[src/rtl/fill_port_arbiter.sv]
// fill_port_arbiter: shares the single main-memory fill port between NUM_REQ
// line caches. Round-robin picks one requester, issues its line read, steers
// the returning write burst to that cache only, and frees the port when the
// burst completes. Also keeps fill statistics for bring-up.
//
// Handshake on the burst stream: mem_wr_en is "valid", mem_wr_ack is "ready";
// a beat transfers on a cycle where both are high in XFER. mem_wr_ack is the
// owner's req_ack, so a cache that cannot accept stalls the memory indefinitely.
module fill_port_arbiter #(
  parameter int NUM_REQ = 2,
  parameter int AW      = 19,
  parameter int DW      = 32,
  parameter int CNTW    = 16
) (
  input  logic                  clk,
  input  logic                  rst,
  input  logic [NUM_REQ-1:0]    req,
  input  logic [NUM_REQ*AW-1:0] req_addr,
  input  logic [NUM_REQ-1:0]    req_ack,
  output logic [NUM_REQ-1:0]    grant,
  output logic [NUM_REQ-1:0]    fill_done,
  output logic [AW-1:0]         cache_wr_addr,
  output logic [DW-1:0]         cache_wr_data,
  output logic [NUM_REQ-1:0]    cache_wr_en,
  output logic [AW-1:0]         mem_rd_addr,
  output logic                  mem_rd_en,
  input  logic [AW-1:0]         mem_wr_addr,
  input  logic [DW-1:0]         mem_wr_data,
  input  logic                  mem_wr_en,
  input  logic                  mem_wr_done,
  output logic                  mem_wr_ack,
  output logic                  busy,
  output logic [CNTW-1:0]       fill_count,
  output logic [CNTW-1:0]       last_fill_words
);

  localparam int IW = (NUM_REQ > 1) ? $clog2(NUM_REQ) : 1;
  localparam logic [NUM_REQ-1:0] ONE_HOT0 = {{(NUM_REQ-1){1'b0}}, 1'b1};

  typedef enum logic [1:0] {
    IDLE    = 2'd0,
    XFER    = 2'd1,
    RELEASE = 2'd2
  } state_t;

  state_t          state;
  state_t          state_next;
  logic [IW-1:0]   rr_ptr;
  logic [IW-1:0]   owner;
  logic [IW-1:0]   owner_inc;
  logic [IW-1:0]   win_idx;
  logic [IW-1:0]   cand_idx;
  logic            win_found;
  int              cand;
  logic            in_xfer;
  logic            beat_acc;
  logic [CNTW-1:0] beat_cnt;
  logic [CNTW-1:0] beat_next;

  assign in_xfer = (state == XFER);
  assign busy    = (state != IDLE);

  // Burst steering: data/address broadcast, enable and ack gated by ownership.
  assign cache_wr_addr = mem_wr_addr;
  assign cache_wr_data = mem_wr_data;
  assign cache_wr_en   = {NUM_REQ{mem_wr_en & in_xfer}} & grant;
  assign mem_wr_ack    = in_xfer & (|(req_ack & grant));

  // Accepted-beat count including the current cycle, saturating at all ones.
  assign beat_acc  = in_xfer & mem_wr_en & mem_wr_ack;
  assign beat_next = (beat_acc && (beat_cnt != {CNTW{1'b1}})) ? beat_cnt + CNTW'(1) : beat_cnt;

  // Pointer that follows the completing owner, so it becomes lowest priority.
  assign owner_inc = (owner == IW'(NUM_REQ - 1)) ? '0 : owner + IW'(1);

  // Round-robin search: first set req bit at or after rr_ptr, wrapping.
  always_comb begin
    win_found = 1'b0;
    win_idx   = '0;
    cand      = 0;
    cand_idx  = '0;
    for (int k = 0; k < NUM_REQ; k++) begin
      cand     = (int'(rr_ptr) + k) % NUM_REQ;
      cand_idx = IW'(cand);
      if (!win_found && req[cand_idx]) begin
        win_found = 1'b1;
        win_idx   = cand_idx;
      end
    end
  end

  // FSM state register.
  always_ff @(posedge clk) begin
    if (rst) state <= IDLE;
    else     state <= state_next;
  end

  // FSM next state: RELEASE always lasts exactly one cycle.
  always_comb begin
    state_next = state;
    case (state)
      IDLE:    if (win_found) state_next = XFER;
      XFER:    if (mem_wr_done) state_next = RELEASE;
      RELEASE: state_next = IDLE;
      default: state_next = IDLE;
    endcase
  end

  // Grant, memory read request, fill pulse, pointer and statistics registers.
  always_ff @(posedge clk) begin
    if (rst) begin
      grant           <= '0;
      owner           <= '0;
      rr_ptr          <= '0;
      mem_rd_addr     <= '0;
      mem_rd_en       <= 1'b0;
      fill_done       <= '0;
      beat_cnt        <= '0;
      fill_count      <= '0;
      last_fill_words <= '0;
    end else begin
      fill_done <= '0;
      case (state)
        IDLE: begin
          if (win_found) begin
            grant       <= ONE_HOT0 << win_idx;
            owner       <= win_idx;
            mem_rd_addr <= req_addr[win_idx*AW +: AW];
            mem_rd_en   <= 1'b1;
            beat_cnt    <= '0;
          end
        end
        XFER: begin
          beat_cnt <= beat_next;
          if (mem_wr_done) begin
            mem_rd_en       <= 1'b0;
            grant           <= '0;
            fill_done       <= ONE_HOT0 << owner;
            rr_ptr          <= owner_inc;
            fill_count      <= fill_count + CNTW'(1);
            last_fill_words <= beat_next;
          end
        end
        default: ;
      endcase
    end
  end

endmodule

[config.mk]
export PLATFORM = sky130hd
export DESIGN_NAME = fill_port_arbiter
export DESIGN_NICKNAME = d
export VERILOG_FILES = /design/src/rtl/fill_port_arbiter.sv
export SDC_FILE = /design/constraint.sdc
export NUM_CORES = 1
export LEC_CHECK = 0
export ABC_CLOCK_PERIOD_IN_PS = 2550
export BUFFER_PORTS_ARGS = -buffer_cell sky130_fd_sc_hd__buf_2
export CORE_MARGIN = 3
export CORE_UTILIZATION = 45
export DETAILED_ROUTE_END_ITERATION = 8
export GPL_ROUTABILITY_DRIVEN = 0
export MAX_ROUTING_LAYER = met4
export PLACE_DENSITY_LB_ADDON = 0.05
export RECOVER_POWER = 50
export SYNTH_ARGS = -nofsm -noshare
export SYNTH_HDL_FRONTEND = slang
export SYNTH_SLANG_ARGS = --single-unit
[constraint.sdc]
create_clock -name clk -period 2.55 [get_ports clk]
set_input_delay 0.255 -clock clk [delete_from_list [all_inputs] [get_ports clk]]
set_output_delay 0.255 -clock clk [all_outputs]
set_load 0.005 [all_outputs]
### After elaboration in Yosys (flattened, before gate mapping)

Index checks and enable logic that the tools add are counted.

* $add $sub $neg: 4
* multiply operators: 1
* order comparisons: 2
* equality and inequality tests: 4
* shift operators: 3
* multiplexer cells: 21
* bitwise operators: 7
* reductions and logical operators: 13

Operators by type and width (number)
* $shiftx A38 B7 Y19: 1
* $add A16 B1 Y16 const B: 2
* $mux W16: 2
* $pmux W16 S2: 1
* $ne A16 B16 Y1 const B: 1
* $mux W1: 11
* $mux W2: 4
* $pmux W2 S2: 2
* $reduce_and A2 Y1: 4
* $mul A1 B5 Y6 const B: 1
* $and A2 B2 Y2: 2
* $lt A1 B2 Y1 const B: 2
* $ne A2 B2 Y1 const B: 2
* $reduce_bool A2 Y1: 2
* $shl A1 B1 Y2 const A: 2
* $and A1 B1 Y1: 3
* $reduce_and A3 Y1: 1
* $reduce_or A3 Y1: 1
* $add A1 B1 Y1 const B: 2
* $eq A2 B1 Y1 const B: 1
* $logic_and A1 B1 Y1: 2
* $logic_not A2 Y1: 1
* $not A1 Y1: 2
* $pmux W1 S2: 1
* 2 further kinds: 2

* flip-flop bits (word level): 76
* bits of input ports: 97
* output and inout port bits: 111
* word-level logic and storage cells: 65

### Longest topological paths before layout

* word-level depth: 9
* depth in mapped cells: 7
* depth with buffers taken out: 6

### Worst setup path after synthesis

OpenSTA, ideal clock, no wires.

* kind: reg2reg
* start point: register beat_cnt[0]
* end point: register beat_cnt[14]
* library setup time: 74 ps
* arrival time: 1770 ps
* data required time: 2476 ps
* setup slack: 705 ps
* cell stages (with the launch flop): 7
* path buffers: 0
* period minus slack after synthesis: 1845 ps
* cells stage by stage: dfxtp_1 > ha_1 > nand3_2 > nor4_4 > nand4_1 > or3_1 > o21ai_0

* cells in the longest elaborated chain, start to end: 4
* elaborated cells between the ends (all ways): 5
* classes of those cells: add/sub (1); eq/ne (1); mux (2); reduce/logical (1)

Ends and longest elaborated chain
* start: declaration: RTL line 57 `logic [CNTW-1:0] beat_cnt;`
* start signal: assignment: RTL line 134 `beat_cnt <= beat_next;`
* branches (longest 2 deep; another with $add A16 B1 Y16)
* $mux W16 (*): RTL line 71 `assign beat_next = (beat_acc && (beat_cnt != {CNTW{1'b1}})) ? beat_cnt + CNTW'(1) : beat_cnt;`
* $pmux W16 S2 (*): RTL line 123 `case (state)`

Every way passes the cells marked *.
A chain may end at the register's enable or synchronous reset.

### Worst setup path after layout

* start point: register beat_cnt[0]
* end point: register beat_cnt[2]

The elaborated chain is that of the path after synthesis.

==> impl_summary.md <==
Floorplan
The initial cell density of the core is between 40% and 50%. The I/O pin count is about 210. The die outline area is between 9000 and 10000 sq um.

The number of placement rows is 33. Measured along the y axis, the die boundary spans around 99 um. In this run the standard cell core region covers 8341 sq um.

The floorplan step set the die width to 99.47 um.

Setup path
Data on the critical path is required at its endpoint by approximately 2.8 ns. The maximum cell stage delay along the critical path is ~0.57 ns. The worst flop-to-flop path startpoint is beat_cnt[0]$_SDFFE_PP0P_. The total buffers and inverters traversed by the critical path is 0. The worst setup path is launched from a flip-flop. The startpoint of the most critical setup path is beat_cnt[0]$_SDFFE_PP0P_. In this run the worst path has a maximum fanout of 8. STA classifies the critical path endpoint as a flip-flop. The critical path goes through ha_1 > nand3_2 > nor4_4 > nor2_1 > a21o_1 > a31oi_1. The critical path is of the flip-flop to flip-flop type. The arrival time of the worst setup path is 2.36 ns. The standard cell with the maximum stage delay on the critical path is nor4_4.

Among cell families on the critical path, the largest total delay comes from simple AND/OR/NAND/NOR gates.

CTS
The count of buffers added by post-CTS timing repair for setup is 0. CTS built an H-tree with a depth of 3. The clock buffer count from CTS is 9. The maximum buffer depth of the clock tree is 2. The clock drives between 70 and 80 sinks.

The clock-pin slew reported for the worst setup and hold paths after clock tree synthesis is 0.08 ns. The total of cells resized after clock tree synthesis is 0. TritonCTS built the clock tree. The master cell of the clock root buffer is clkbuf_8.

In this run, post-CTS hold repair placed 0 buffers. For the worst-skew pair, the clock arrives at the later sink with an insertion delay of 0.35 ns.

Timing
Setup repair after global routing left no endpoint under its margin. For the pin with the worst max-slew slack, the measured transition is 0.6780 ns. The max-slew headroom at the worst pin is between 50% and 60%.

The setup clock skew after layout is 0.007398 ns. For the final routed database, the setup TNS stands at 0 ns. The hold violation count in the final report came to 0. The maximum achievable frequency is slightly below 500 MHz. For the finished layout, the period the worst path requires is between 2 and 2.5 ns. The max-slew violation count was 0.

The final worst setup slack is about 0.47 ns. The worst-case hold slack is 0.2172 ns. Setup violations remaining at the end of the flow were counted as 0. In the finished design, the share of the clock period the worst path needs comes to 81.59%.

Route
Across all layers, the routed design uses ~3100 vias. For this run, design rule violations remaining after detail routing come to 0. The first-pass iteration count of the detailed router is 4.

The detailed-route vias per instance is ~5.2. The final wirelength is 8.593 mm. The routed length per placed instance is 14.23 um. After the first detailed-routing iteration, the DRC count stood at between 70 and 80. The number of nets still failing antenna checks after routing is 0.

Power
The power per cell area is approximately 600 nW/um^2. Summed over all cells, the static leakage comes to ~1.9 nW. The maximum vdd ir drop is 0.0002715 V. The completed layout was analyzed and its total power is about 2.6 mW.

Logic synthesis
The register bit count reported by yosys is 76. After synthesis, the share of flip-flops with an asynchronous set or reset is 0%. For this run, the leading register cell type out of synthesis is dfxtp_1. By area the synthesized netlist is led by dfxtp_1 (39%), buf_4 (9.7%), nor2_1 (6.7%). When the netlist entered floorplanning its net count stood at 541. For this run, the number of Yosys warnings is 0. The number of different library cells in the post-synthesis netlist is 50. After technology mapping, the gate count stands at 442. In this run the mean area of a mapped cell was between 8 and 9 sq um. The cell area after synthesis is approximately 4000 sq um. The number of synthesized flops with an enable pin is 0. The area share of the largest cell type after synthesis is 38.70%. dfxtp_1 takes more of the synthesized area than any other cell. The sequential share of the synthesized area is slightly below 40%.

Job
The total of max-cap violations is 0.

Placed design
The placed standard-cell area is 4197 sq um. The HPWL after detailed placement is about 6.4 mm. The cell count after placement is approximately 600. The post-placement worst setup slack is between 0.4 and 0.5 ns.

Buffers placed on the I/O ports in this run total ~110.

Global route
The first global-routing pass estimated 14.38 mm of wire. The number of global-route vias before repair is just under 3000. The largest net degree at the start of global routing is 33. In the global route stage, overall resource usage came out at 18.37%. For this run the aggregate overflow at the end of global routing stands at 0. The number of antenna violations at the first check in global routing is 0.

Status
The flow ran to the end, and the final reports show no timing, DRC or antenna violations.

Cells and area
The repair_antennas step left the layout with diodes totalling 0. The library cell used most frequently in the layout, excluding fill and tap cells, is buf_2. The net count reported at finish is 593. The layout overhead on the synthesized area is 11.68%. The core utilization of the finished layout is approximately 53%.

The final design instance area without fill is 4390 sq um. The post-layout instance count excluding filler cells is around 600. The share of post-route cells with drive strength above 1 is between 20% and 30%.

The library cells used most frequently in the layout, excluding fill and tap cells, are buf_2 (83), dfxtp_1 (76), nor2_1 (69).

Worst hold path
The worst min-delay path class is input port to flip-flop. The source of the worst hold timing path is mem_wr_done.
logic make-up (layout without fill, tap and decap cells):
group | Yosys count | after routing | synth area share, %
and+or+nand+nor | 152 | 152 | 21.16
AOI/OAI and AO/OA | 83 | 83 | 15.44
buffers and inverters | 83 | 140 | 13.21
DFF | 76 | 76 | 38.70
xor gates and xnor gates | 27 | 27 | 6.015
muxes | 19 | 19 | 4.838
adders and majority gates | 2 | 2 | 0.6364
cell usage after synthesis, types with 2 or more instances:
library cell	n
buf_1	2
a21oi_1	16
a311oi_1	3
a41oi_1	2
buf_2	7
a211oi_2	3
nand2b_1	4
or2_2	2
nand4_2	2
nand3_1	9
dfxtp_1	76
ha_1	2
nand3_2	2
a21o_1	2
o211a_1	3
nor2_1	70
buf_4	51
mux2i_1	19
xor2_1	12
nor4_4	4
nor3_1	5
nand4_1	10
nand2_1	18
xnor2_1	15
or2_0	2
inv_1	9
or3_1	5
o21ai_0	8
a211oi_1	31
and3_1	8
a31oi_1	7
and2_1	2
clkbuf_1	13
o211ai_1	2
tightest hold or removal path, stage by stage:
cell and delay (ns):
buf_2 0.10, nor2_1 0.05, nor2_1 0.08, nor2_1 0.04
final cells by class:
cell class	instances	area (sq um)
fillers	820	3950
multi-input cells	283	1897
flip-flops and latches	76	1521
repair buffers	115	585.6
clock buffers	13	178.9
well taps	105	131.4
clock inverters	3	42.54
inverters	9	33.78
report_power, final:
group          leakage, nW  internal (mW)  switching [mW]
clock network        0.112          0.558           0.447
logic                 1.16          0.153           0.197
registers            0.621           1.25          0.0357
final timing paths:
check / endpoint / cells after the start / slack [ns]
hold / removal: state[0]$_SDFFE_PP0P_ / 4 / 0.22
hold reg to reg: last_fill_words[12]$_SDFFE_PP0N_ / 2 / 0.46
setup / recovery: beat_cnt[2]$_SDFFE_PP0P_ / 6 / 0.47
setup reg to reg: beat_cnt[2]$_SDFFE_PP0P_ / 6 / 0.47
per-layer routing:
layer / up-vias / part of all wire (%) / GRT usage [%]
li1: 1609 / - / -
met3: 19 / 7.0 / 6.452
met2: 95 / 47 / 28.87
met5: - / 0 / -
met1: 1408 / 45 / 22.85
met4: 0 / 0.97 / 4.097
state kept, by name (all words and copies together), names as in the netlist:
register         flops
owner                1
last_fill_words     16
fill_count          16
grant                2
mem_rd_en            1
beat_cnt            16
rr_ptr               1
fill_done            2
mem_rd_addr         19
state                2
Note: power is estimated with default switching activity, not from simulation.
